--- config.mk ---
export PLATFORM = sky130hd
export DESIGN_NAME = muldiv_unit
export DESIGN_NICKNAME = d
export VERILOG_FILES = /design/src/rtl/muldiv_pkg.sv /design/src/rtl/muldiv_step.sv /design/src/rtl/muldiv_unit.sv
export SDC_FILE = /design/constraint.sdc
export NUM_CORES = 1
export LEC_CHECK = 0
export BUFFER_PORTS_ARGS = -buffer_cell sky130_fd_sc_hd__buf_2
export CAP_MARGIN = 20
export CELL_PAD_IN_SITES_DETAIL_PLACEMENT = 1
export CELL_PAD_IN_SITES_GLOBAL_PLACEMENT = 2
export CORE_MARGIN = 2
export CORE_UTILIZATION = 25
export DETAILED_ROUTE_END_ITERATION = 8
export PLACE_DENSITY = 0.63
export SYNTH_ARGS = -nofsm -noshare
export SYNTH_HDL_FRONTEND = slang
export SYNTH_HIERARCHICAL = 1
export SYNTH_SLANG_ARGS = --single-unit
--- constraint.sdc ---
create_clock -name clk -period 10 [get_ports clk]
set_clock_uncertainty 0.15 [all_clocks]
set_input_delay 1.5 -clock clk [delete_from_list [all_inputs] [get_ports clk]]
set_output_delay 1.5 -clock clk [all_outputs]
set_load 0.01 [all_outputs]
--- src/rtl/muldiv_pkg.sv ---
// Shared definitions for the RV32M multiply/divide unit: funct3 op codes,
// FSM states, single-iteration datapath modes and special-case divide results.
package muldiv_pkg;

  localparam logic [2:0] MD_MUL    = 3'b000;
  localparam logic [2:0] MD_MULH   = 3'b001;
  localparam logic [2:0] MD_MULHSU = 3'b010;
  localparam logic [2:0] MD_MULHU  = 3'b011;
  localparam logic [2:0] MD_DIV    = 3'b100;
  localparam logic [2:0] MD_DIVU   = 3'b101;
  localparam logic [2:0] MD_REM    = 3'b110;
  localparam logic [2:0] MD_REMU   = 3'b111;

  typedef enum logic [1:0] {
    MD_IDLE = 2'd0,
    MD_CALC = 2'd1,
    MD_DONE = 2'd2
  } md_state_e;

  typedef enum logic {
    MD_STEP_MUL = 1'b0,
    MD_STEP_DIV = 1'b1
  } md_step_e;

  // 32-bit reference values; the unit widens them to XLEN
  localparam logic [31:0] MD_DIV0_QUOT = 32'hFFFF_FFFF;
  localparam logic [31:0] MD_OVF_QUOT  = 32'h8000_0000;
  localparam logic [31:0] MD_OVF_REM   = 32'h0000_0000;

endpackage

--- src/rtl/muldiv_step.sv ---
// One iteration of the multi-cycle datapath: shift-add for multiply,
// restoring shift-subtract for divide. Purely combinational.
module muldiv_step
  import muldiv_pkg::*;
#(
  parameter int XLEN = 32
) (
  input  logic [2*XLEN-1:0] acc,
  input  logic [XLEN-1:0]   operand,
  input  md_step_e          mode,
  output logic [2*XLEN-1:0] acc_next
);

  logic [XLEN:0] add_sum;
  logic [XLEN:0] trial;

  // Multiply: acc = {partial high, remaining multiplier bits}.
  // Divide:   acc = {partial remainder, remaining dividend bits / quotient}.
  always_comb begin
    add_sum = {1'b0, acc[2*XLEN-1:XLEN]} + (acc[0] ? {1'b0, operand} : {(XLEN+1){1'b0}});
    trial   = acc[2*XLEN-1:XLEN-1] - {1'b0, operand};
    case (mode)
      MD_STEP_MUL: acc_next = {add_sum, acc[XLEN-1:1]};
      MD_STEP_DIV: begin
        if (trial[XLEN]) begin
          acc_next = {acc[2*XLEN-2:0], 1'b0};
        end else begin
          acc_next = {trial[XLEN-1:0], acc[XLEN-2:0], 1'b1};
        end
      end
      default: acc_next = acc;
    endcase
  end

endmodule

--- src/rtl/muldiv_unit.sv ---
// Iterative RV32M multiply/divide unit, one bit per cycle.
// Optional MULDIV_FAST_MUL_EN: single-cycle multiplier for all multiply ops.
module muldiv_unit
  import muldiv_pkg::*;
#(
  parameter int XLEN = 32
) (
  input  logic            clk,
  input  logic            rst,
  input  logic            start,
  input  logic [2:0]      op,
  input  logic [XLEN-1:0] rs1_data,
  input  logic [XLEN-1:0] rs2_data,
  input  logic            kill,
  output logic            muldiv_busy,
  output logic            muldiv_ready,
  output logic [XLEN-1:0] result
);

  localparam int CW = $clog2(XLEN + 1);
  localparam logic [XLEN-1:0] DIV0_QUOT = {XLEN{MD_DIV0_QUOT[0]}};
  localparam logic [XLEN-1:0] OVF_QUOT  = {MD_OVF_QUOT[31], {(XLEN-1){1'b0}}};
  localparam logic [XLEN-1:0] OVF_REM   = {XLEN{MD_OVF_REM[0]}};
  localparam logic [XLEN-1:0] ALL_ONES  = {XLEN{1'b1}};

  md_state_e         state;
  md_state_e         state_next;
  logic [CW-1:0]     count;
  logic [2:0]        op_q;
  logic [2*XLEN-1:0] acc;
  logic [XLEN-1:0]   opnd;
  logic              sign_x_q;
  logic              sign_a_q;

  logic              rs1_signed;
  logic              rs2_signed;
  logic              a_neg;
  logic              b_neg;
  logic [XLEN-1:0]   a_mag;
  logic [XLEN-1:0]   b_mag;
  logic              div0;
  logic              ovf;
  logic              take_fast;
  logic [XLEN-1:0]   fast_res;
`ifdef MULDIV_FAST_MUL_EN
  logic [2*XLEN-1:0] fast_prod;
`endif

  md_step_e          step_mode;
  logic [2*XLEN-1:0] step_next;
  logic [2*XLEN-1:0] prod_fix;
  logic [XLEN-1:0]   quot_fix;
  logic [XLEN-1:0]   rem_fix;
  logic [XLEN-1:0]   final_res;

  // Operand sign/magnitude decode and single-cycle results for the IDLE exit
  always_comb begin
    case (op)
      MD_MUL, MD_MULH, MD_DIV, MD_REM: begin
        rs1_signed = 1'b1;
        rs2_signed = 1'b1;
      end
      MD_MULHSU: begin
        rs1_signed = 1'b1;
        rs2_signed = 1'b0;
      end
      default: begin
        rs1_signed = 1'b0;
        rs2_signed = 1'b0;
      end
    endcase
    a_neg = rs1_signed & rs1_data[XLEN-1];
    b_neg = rs2_signed & rs2_data[XLEN-1];
    a_mag = a_neg ? -rs1_data : rs1_data;
    b_mag = b_neg ? -rs2_data : rs2_data;
    div0  = op[2] && (rs2_data == {XLEN{1'b0}});
    ovf   = ((op == MD_DIV) || (op == MD_REM)) && (rs1_data == OVF_QUOT) && (rs2_data == ALL_ONES);
    take_fast = div0 | ovf;
    if (div0) begin
      fast_res = op[1] ? rs1_data : DIV0_QUOT;
    end else if (ovf) begin
      fast_res = op[1] ? OVF_REM : OVF_QUOT;
    end else begin
      fast_res = {XLEN{1'b0}};
    end
`ifdef MULDIV_FAST_MUL_EN
    fast_prod = {{XLEN{1'b0}}, a_mag} * {{XLEN{1'b0}}, b_mag};
    if (a_neg ^ b_neg) begin
      fast_prod = -fast_prod;
    end else begin
      fast_prod = fast_prod;
    end
    if (!op[2]) begin
      take_fast = 1'b1;
      fast_res  = (op == MD_MUL) ? fast_prod[XLEN-1:0] : fast_prod[2*XLEN-1:XLEN];
    end else begin
      take_fast = take_fast;
    end
`endif
  end

  assign step_mode = op_q[2] ? MD_STEP_DIV : MD_STEP_MUL;

  muldiv_step #(.XLEN(XLEN)) u_step (
    .acc      (acc),
    .operand  (opnd),
    .mode     (step_mode),
    .acc_next (step_next)
  );

  // Sign correction and result select applied to the last iteration's output
  always_comb begin
    prod_fix = sign_x_q ? -step_next : step_next;
    quot_fix = sign_x_q ? -step_next[XLEN-1:0] : step_next[XLEN-1:0];
    rem_fix  = sign_a_q ? -step_next[2*XLEN-1:XLEN] : step_next[2*XLEN-1:XLEN];
    case (op_q)
      MD_MUL:                      final_res = prod_fix[XLEN-1:0];
      MD_MULH, MD_MULHSU, MD_MULHU: final_res = prod_fix[2*XLEN-1:XLEN];
      MD_DIV, MD_DIVU:             final_res = quot_fix;
      default:                     final_res = rem_fix;
    endcase
  end

  // Next-state logic; kill overrides everything
  always_comb begin
    state_next = state;
    if (kill) begin
      state_next = MD_IDLE;
    end else begin
      case (state)
        MD_IDLE: begin
          if (start) begin
            state_next = take_fast ? MD_DONE : MD_CALC;
          end else begin
            state_next = MD_IDLE;
          end
        end
        MD_CALC: begin
          if (count == CW'(1)) begin
            state_next = MD_DONE;
          end else begin
            state_next = MD_CALC;
          end
        end
        MD_DONE: state_next = MD_IDLE;
        default: state_next = MD_IDLE;
      endcase
    end
  end

  // State register
  always_ff @(posedge clk or posedge rst) begin
    if (rst) begin
      state <= MD_IDLE;
    end else begin
      state <= state_next;
    end
  end

  // Operand capture, iteration and result registers
  always_ff @(posedge clk or posedge rst) begin
    if (rst) begin
      count    <= {CW{1'b0}};
      op_q     <= 3'b000;
      acc      <= {(2*XLEN){1'b0}};
      opnd     <= {XLEN{1'b0}};
      sign_x_q <= 1'b0;
      sign_a_q <= 1'b0;
      result   <= {XLEN{1'b0}};
    end else if (!kill) begin
      case (state)
        MD_IDLE: begin
          if (start) begin
            op_q     <= op;
            sign_x_q <= a_neg ^ b_neg;
            sign_a_q <= a_neg;
            count    <= CW'(XLEN);
            if (take_fast) begin
              result <= fast_res;
            end else if (op[2]) begin
              acc  <= {{XLEN{1'b0}}, a_mag};
              opnd <= b_mag;
            end else begin
              acc  <= {{XLEN{1'b0}}, b_mag};
              opnd <= a_mag;
            end
          end
        end
        MD_CALC: begin
          acc   <= step_next;
          count <= count - CW'(1);
          if (count == CW'(1)) begin
            result <= final_res;
          end
        end
        default: ;
      endcase
    end
  end

  assign muldiv_busy  = (state == MD_CALC);
  assign muldiv_ready = (state == MD_DONE);

endmodule

Word-level counts from Yosys, hierarchy flattened
Cells that the tools add are included.
W data, S select, Z words.

storage, ports and cells
  flip-flop bits (word level) = 141
  bits of input ports = 71
  output and inout port bits = 34
  word-level logic and storage cells = 91

operators by class
  add/subtract/negate cells = 8
  equality and inequality tests = 18
  multiplexer cells = 32
  bitwise operators = 7
  reductions and logical operators = 18

operator list
  cell                    count
  $mux W32                14
  $mux W64                4
  $pmux W64 S2            2
  $neg A32 Y32            4
  $pmux W32 S3            1
  $eq A32 B32 Y1 const B  2
  $neg A64 Y64            1
  $pmux W32 S2            1
  $add A32 B33 Y33        1
  $sub A33 B32 Y33        1
  $logic_not A32 Y1       1
  $eq A3 B3 Y1 const B    4
  $pmux W6 S2             1
  $eq A3 B2 Y1 const B    3
  $mux W2                 4
  $reduce_and A4 Y1       2
  $eq A3 B1 Y1 const B    2
  $eq A6 B1 Y1 const B    1
  $logic_not A3 Y1        2
  $mux W6                 1
  $ne A2 B2 Y1 const B    3
  $reduce_and A3 Y1       2
  $sub A6 B1 Y6 const B   1
  $reduce_and A5 Y1       1
  17 further kinds        24

Longest topological paths before layout
  depth after elaboration = 9
  depth in mapped cells = 24

Modules after synthesis
The synthesis kept the hierarchy.

by module, submodules not included
  module       times used  cells each  area an instance (um2)  seq. area each (um2)
  muldiv_unit  1           1,423       10,895.4                3,528.4
  muldiv_step  1           652         4,525.6                 0.0

Worst setup path after synthesis
Ideal clock, no wire load.

  path kind = register to register
  from = register acc[0]
  to = register result[31]
  arrival = 5,055 ps
  required time = 9,715 ps
  path slack = 4,660 ps
  cell stages (with the launch flop) = 21
  clock period less this slack = 5,340 ps
  cells stage by stage = dfrtp_1 > clkbuf_1 > and2_1 > ha_1 > a21o_1 > or4_1 > a311oi_2 > nor4_1 > a41oi_2 > a211oi_1 > or4_1 > a21oi_2 > xor2_1 > mux2i_1 > nor4_1 > or4b_2 > nor3_1 > a211oi_1 > a31oi_1 > and3_1 > o21ai_0

on the way
  longest elaborated chain between the ends = 8
  elaborated cells on any way between the ends = 13
  those cells by class = add/sub (4); mux (9)

ends and longest elaborated chain
  element                                              line                                    RTL
  start, declared                                      muldiv_unit.sv:30                       logic [2*XLEN-1:0] acc;
  start signal, assigned                               muldiv_unit.sv:165                      acc <= {(2*XLEN){1'b0}};
  start signal, assigned                               muldiv_unit.sv:181                      acc <= {{XLEN{1'b0}}, a_mag};
  start signal, assigned                               muldiv_unit.sv:184                      acc <= {{XLEN{1'b0}}, b_mag};
  $mux W32 (*)                                         muldiv_step.sv:20                       add_sum = {1'b0, acc[2*XLEN-1:XLEN]} + (acc[0] ? {1'b0, operand} : {(XLEN+1){1'b0}});
  $add A32 B33 Y33 (*)                                 muldiv_step.sv:20
  $pmux W64 S2 (*)                                     muldiv_step.sv:22                       case (mode)
  via step_next[61]                                    muldiv_unit.sv:50                       logic [2*XLEN-1:0] step_next;
  $neg A64 Y64 / $neg A32 Y32 (equally long branches)  muldiv_unit.sv:113, muldiv_unit.sv:115
  $mux W64 / $mux W32 (equally long branches)          muldiv_unit.sv:113, muldiv_unit.sv:115
  $pmux W32 S3 (*)                                     muldiv_unit.sv:116                      case (op_q)
  $mux W32 (*)                                         muldiv_unit.sv:192                      if (count == CW'(1)) begin
  $pmux W32 S2 (*)                                     muldiv_unit.sv:171                      case (state)
  end signal, assigned                                 muldiv_unit.sv:169                      result <= {XLEN{1'b0}};
  end signal, assigned                                 muldiv_unit.sv:179                      result <= fast_res;
  end signal, assigned                                 muldiv_unit.sv:193                      result <= final_res;
  end, declared                                        muldiv_unit.sv:17                       output logic [XLEN-1:0] result

Mark *: on every way through the listed nets, which the timed path passes. The rest lies on a longest branch. The select of a mux whose other input is x is not followed.
A chain may end at the register's enable or synchronous reset.

Worst setup path after layout
  from = register acc[31]
  to = register result[6]

on the way
  longest elaborated chain between the ends = 8
  elaborated cells on any way between the ends = 12
  those cells by class = add/sub (4); mux (8)

ends and longest elaborated chain
  element                                              line                                    RTL
  $sub A33 B32 Y33 (*)                                 muldiv_step.sv:21                       trial = acc[2*XLEN-1:XLEN-1] - {1'b0, operand};
  $mux W64 (*)                                         muldiv_step.sv:25                       if (trial[XLEN]) begin
  $pmux W64 S2 (*)                                     muldiv_step.sv:22
  via step_next[0]                                     muldiv_unit.sv:50
  $neg A64 Y64 / $neg A32 Y32 (equally long branches)  muldiv_unit.sv:113, muldiv_unit.sv:114
  $mux W64 / $mux W32 (equally long branches)          muldiv_unit.sv:113, muldiv_unit.sv:114
  $pmux W32 S3 (*)                                     muldiv_unit.sv:116
  $mux W32 (*)                                         muldiv_unit.sv:192
  $pmux W32 S2 (*)                                     muldiv_unit.sv:171

Marks and branches as above.

==> impl_metrics.ini <==
[status]
outcome = finished, final reports clean

[grt]
grt_usage = 0.244
grt.overflow.total = 0
grt_pass1_wl_mm = 115
antenna_found_initial = 3
grt_pass1_vias = 16600
grt_max_degree = 78

[drt]
first_iter_violations = 1172
final_antenna_net_count = 0
viasPerCell = 5.64
route.detailed.drc = 0
first_pass_iters = 5
vias = 16500
detail_route.wirelength_mm = 77.6
wl_per_cell_um = 26.6

[logic_synthesis]
synth_area_um2 = 15400
syn_nets = 2219
synth_top_family_by_area = compound AO/OA/AOI/OAI gates
synthArstFlopShare = 1.00
ys_ff_latch = 141
muxShareOfSynthArea = 0.0569
yosysSeqAreaShare = 0.229
synth.avg_cell_area_um2 = 7.43
ys.flop_type = dfrtp_1
synth_compound_area_frac = 0.263
yosys.area_share.adder = 0.0602
synth-edff-count = 0
synth_cell_types = 89
syn_inst = 2075
yosys.area_share.simple = 0.243
synth-xor-area-share = 0.0966
yosysWarningCount = 6

[clock_network]
post_cts_buffers = 0
root_buffer = clkbuf_16
numClockSinks = 141
htreeDepth = 4
cts_made_buffers = 17
cts.path.max_buffers = 2
ctsResizeCount = 0
clk_latency_ns = 0.49
path_clk_slew_ns = 0.08
cts-hold-fix-buffers = 0
tritoncts = yes

[critical_path]
crit_buf_inv = 2
path_class = register to register
crit_required_ns = 10.27
crit_family = compound AO/OA/AOI/OAI gates
cp-start-kind = register
cp_slowest_cell = a2111oi_0
crit_fanout = 13
path_cells = inv_1 -> ha_1 -> fa_1 -> nand2b_1 -> a21o_1 -> a211oi_1 -> a31oi_1 -> o21ai_1 -> a21oi_1 -> a31oi_1 -> xnor2_2 -> a21oi_1 -> inv_1 -> ha_1 -> or3b_2 -> nor4_1 -> nand3_1 -> o311ai_1 -> o41ai_1 -> a2111oi_0 -> a221o_1
critPathMaxStageDelay_ns = 0.87
cp-end-kind = register
critPathArrivalTime_ns = 7.46

[power]
p_comb_frac = 0.609
power_frac_seq = 0.225
cellPowerDensity_nw_per_um2 = 230
p_clk_frac = 0.166
p_switching_mw = 2.13
p_total_mw = 4.00
cellLeakagePower_nw = 7.48
irDropWorstVdd_mv = 0.150
p_sw_frac = 0.534
internal-power_mw = 1.86

[floorplan]
die_w_um = 252
core.rowCount = 91
ioPinCount = 105
coreArea_um2 = 61400
start_util = 0.251
die_h_um = 252
die-area_um2 = 63700

[placement]
place_congestion = 0.939
dp_slack_ns = 3.11
place.port_buffers = 104
dp_hpwl_mm = 60.5

[finish]
final_net_count = 2258
synthToLayoutAreaGrowth_pct = 12.5
layout_common_cells = 266 x nand2_1, 190 x nor2_1, 148 x o21ai_0
layout_commonest_cell = nand2_1
layout-drive-gt1-share = 0.118
fillers = 7478

[job]
drv_cap = 0

[sta]
tightest_slew_ns = 1.11
setup_ws_ns = 2.81
maxSlewViolCount = 0
max_slew_margin = 0.258
period_needed_ns = 7.19
timing.fmax_mhz = 139
setup_viol = 0
fin_tns_setup_ns = 0
hold_violations = 0
finalCritPeriodShare = 0.719
rsz0062_at_grt = false

[hold_path]
min-delay-path-class = register to register
[Yosys cell counts (13+ instances only)]
library cell / number / area, µm²
a211oi_1: 21 / 158
nor4_1: 30 / 188
clkbuf_1: 105 / 394
xnor2_1: 91 / 797
nand3_1: 71 / 355
nor3_1: 48 / 240
o41ai_1: 15 / 131
o211ai_1: 25 / 188
a21o_1: 36 / 270
nand2b_1: 19 / 119
nor2_1: 190 / 713
dfrtp_1: 141 / 3530
mux2i_1: 46 / 460
buf_2: 13 / 65.1
nand4_1: 24 / 150
or3_1: 13 / 81.3
or4_1: 15 / 113
a31oi_1: 53 / 332
mux2_2: 37 / 417
o31ai_1: 35 / 263
nor2b_1: 17 / 106
ha_1: 71 / 888
xor2_1: 79 / 692
o21ai_0: 148 / 741
inv_1: 72 / 270
o221ai_1: 13 / 114
nand2_1: 267 / 1000
and2_1: 39 / 244
a21oi_1: 137 / 686
[registers in the layout, indices dropped and copies added (netlist names)]
register  flops
acc          64
op_q          3
sign_a_q      1
sign_x_q      1
state         2
count         6
result       32
opnd         32
[power groups by stage]
stage / clock network [mW] / registers [mW] / logic (mW)
after floorplan: 0 / 0.833 / 1.52
after global placement: 0 / 0.901 / 2.37
after detailed placement: 0 / 0.907 / 2.38
after CTS: 0.680 / 0.898 / 2.39
after global routing: 0.699 / 0.920 / 2.61
final: 0.662 / 0.901 / 2.43
[area by class of cell]
type / instances / area [µm²] / share of cell area
timing repair buffer: 149 / 855 / 0.0493
antenna: 1 / 2.50 / 0.000144
clock inverter: 15 / 148 / 0.00851
inverter: 75 / 287 / 0.0165
multi-input combinational: 1730 / 11100 / 0.641
tap: 790 / 988 / 0.0570
sequential: 141 / 3530 / 0.204
clock buffer: 17 / 425 / 0.0245
[worst min-delay path, cell delays in order, from the launching register on]
cell and delay [ns]:
dfrtp_1 0.35, nand2_1 0.05, o21ai_0 0.07
[metal layers]
metal,share of wire,vias up,global-route usage
met5,0,-,0
met4,0.026,0,0.0722
met3,0.044,88,0.0310
met2,0.45,449,0.393
met1,0.48,8285,0.338
li1,-,7642,-
[cell families after synthesis]
logic type	count (synthesis)
AND/OR/NAND/NOR	783
AO/OA/AOI/OAI	621
buffers and inverters	204
XOR/XNOR	170
flip-flops	141
multiplexers	83
adder cells (fa/ha/maj)	73
[path summary, 6_finish.rpt]
kind	startpoint	end	slack [ns]	depth (start not counted)
setup / recovery	acc[31]	result[6]	2.81	21
hold / removal	result[8]	result[8]	0.34	2
setup reg to reg	acc[31]	result[6]	2.81	21
hold reg to reg	result[8]	result[8]	0.34	2
max in group asynchronous	rst	result[25]	7.18	3
min in group asynchronous	rst	opnd[28]	1.01	2
[metrics by stage]
stage / cell area, µm² / std cells / util / hold slack [ns]
final: 17400 / 2918 / 0.283 / 0.344
after global routing: 17300 / 2917 / 0.283 / 0.374
after CTS: 17300 / 2915 / 0.282 / 0.341
after detailed placement: 16800 / 2883 / 0.273 / 0.316
after global placement: 16700 / 2881 / 0.273 / 0.312
after floorplan: 15400 / 2075 / - / 0.310
(Power assumes the default switching activity.)
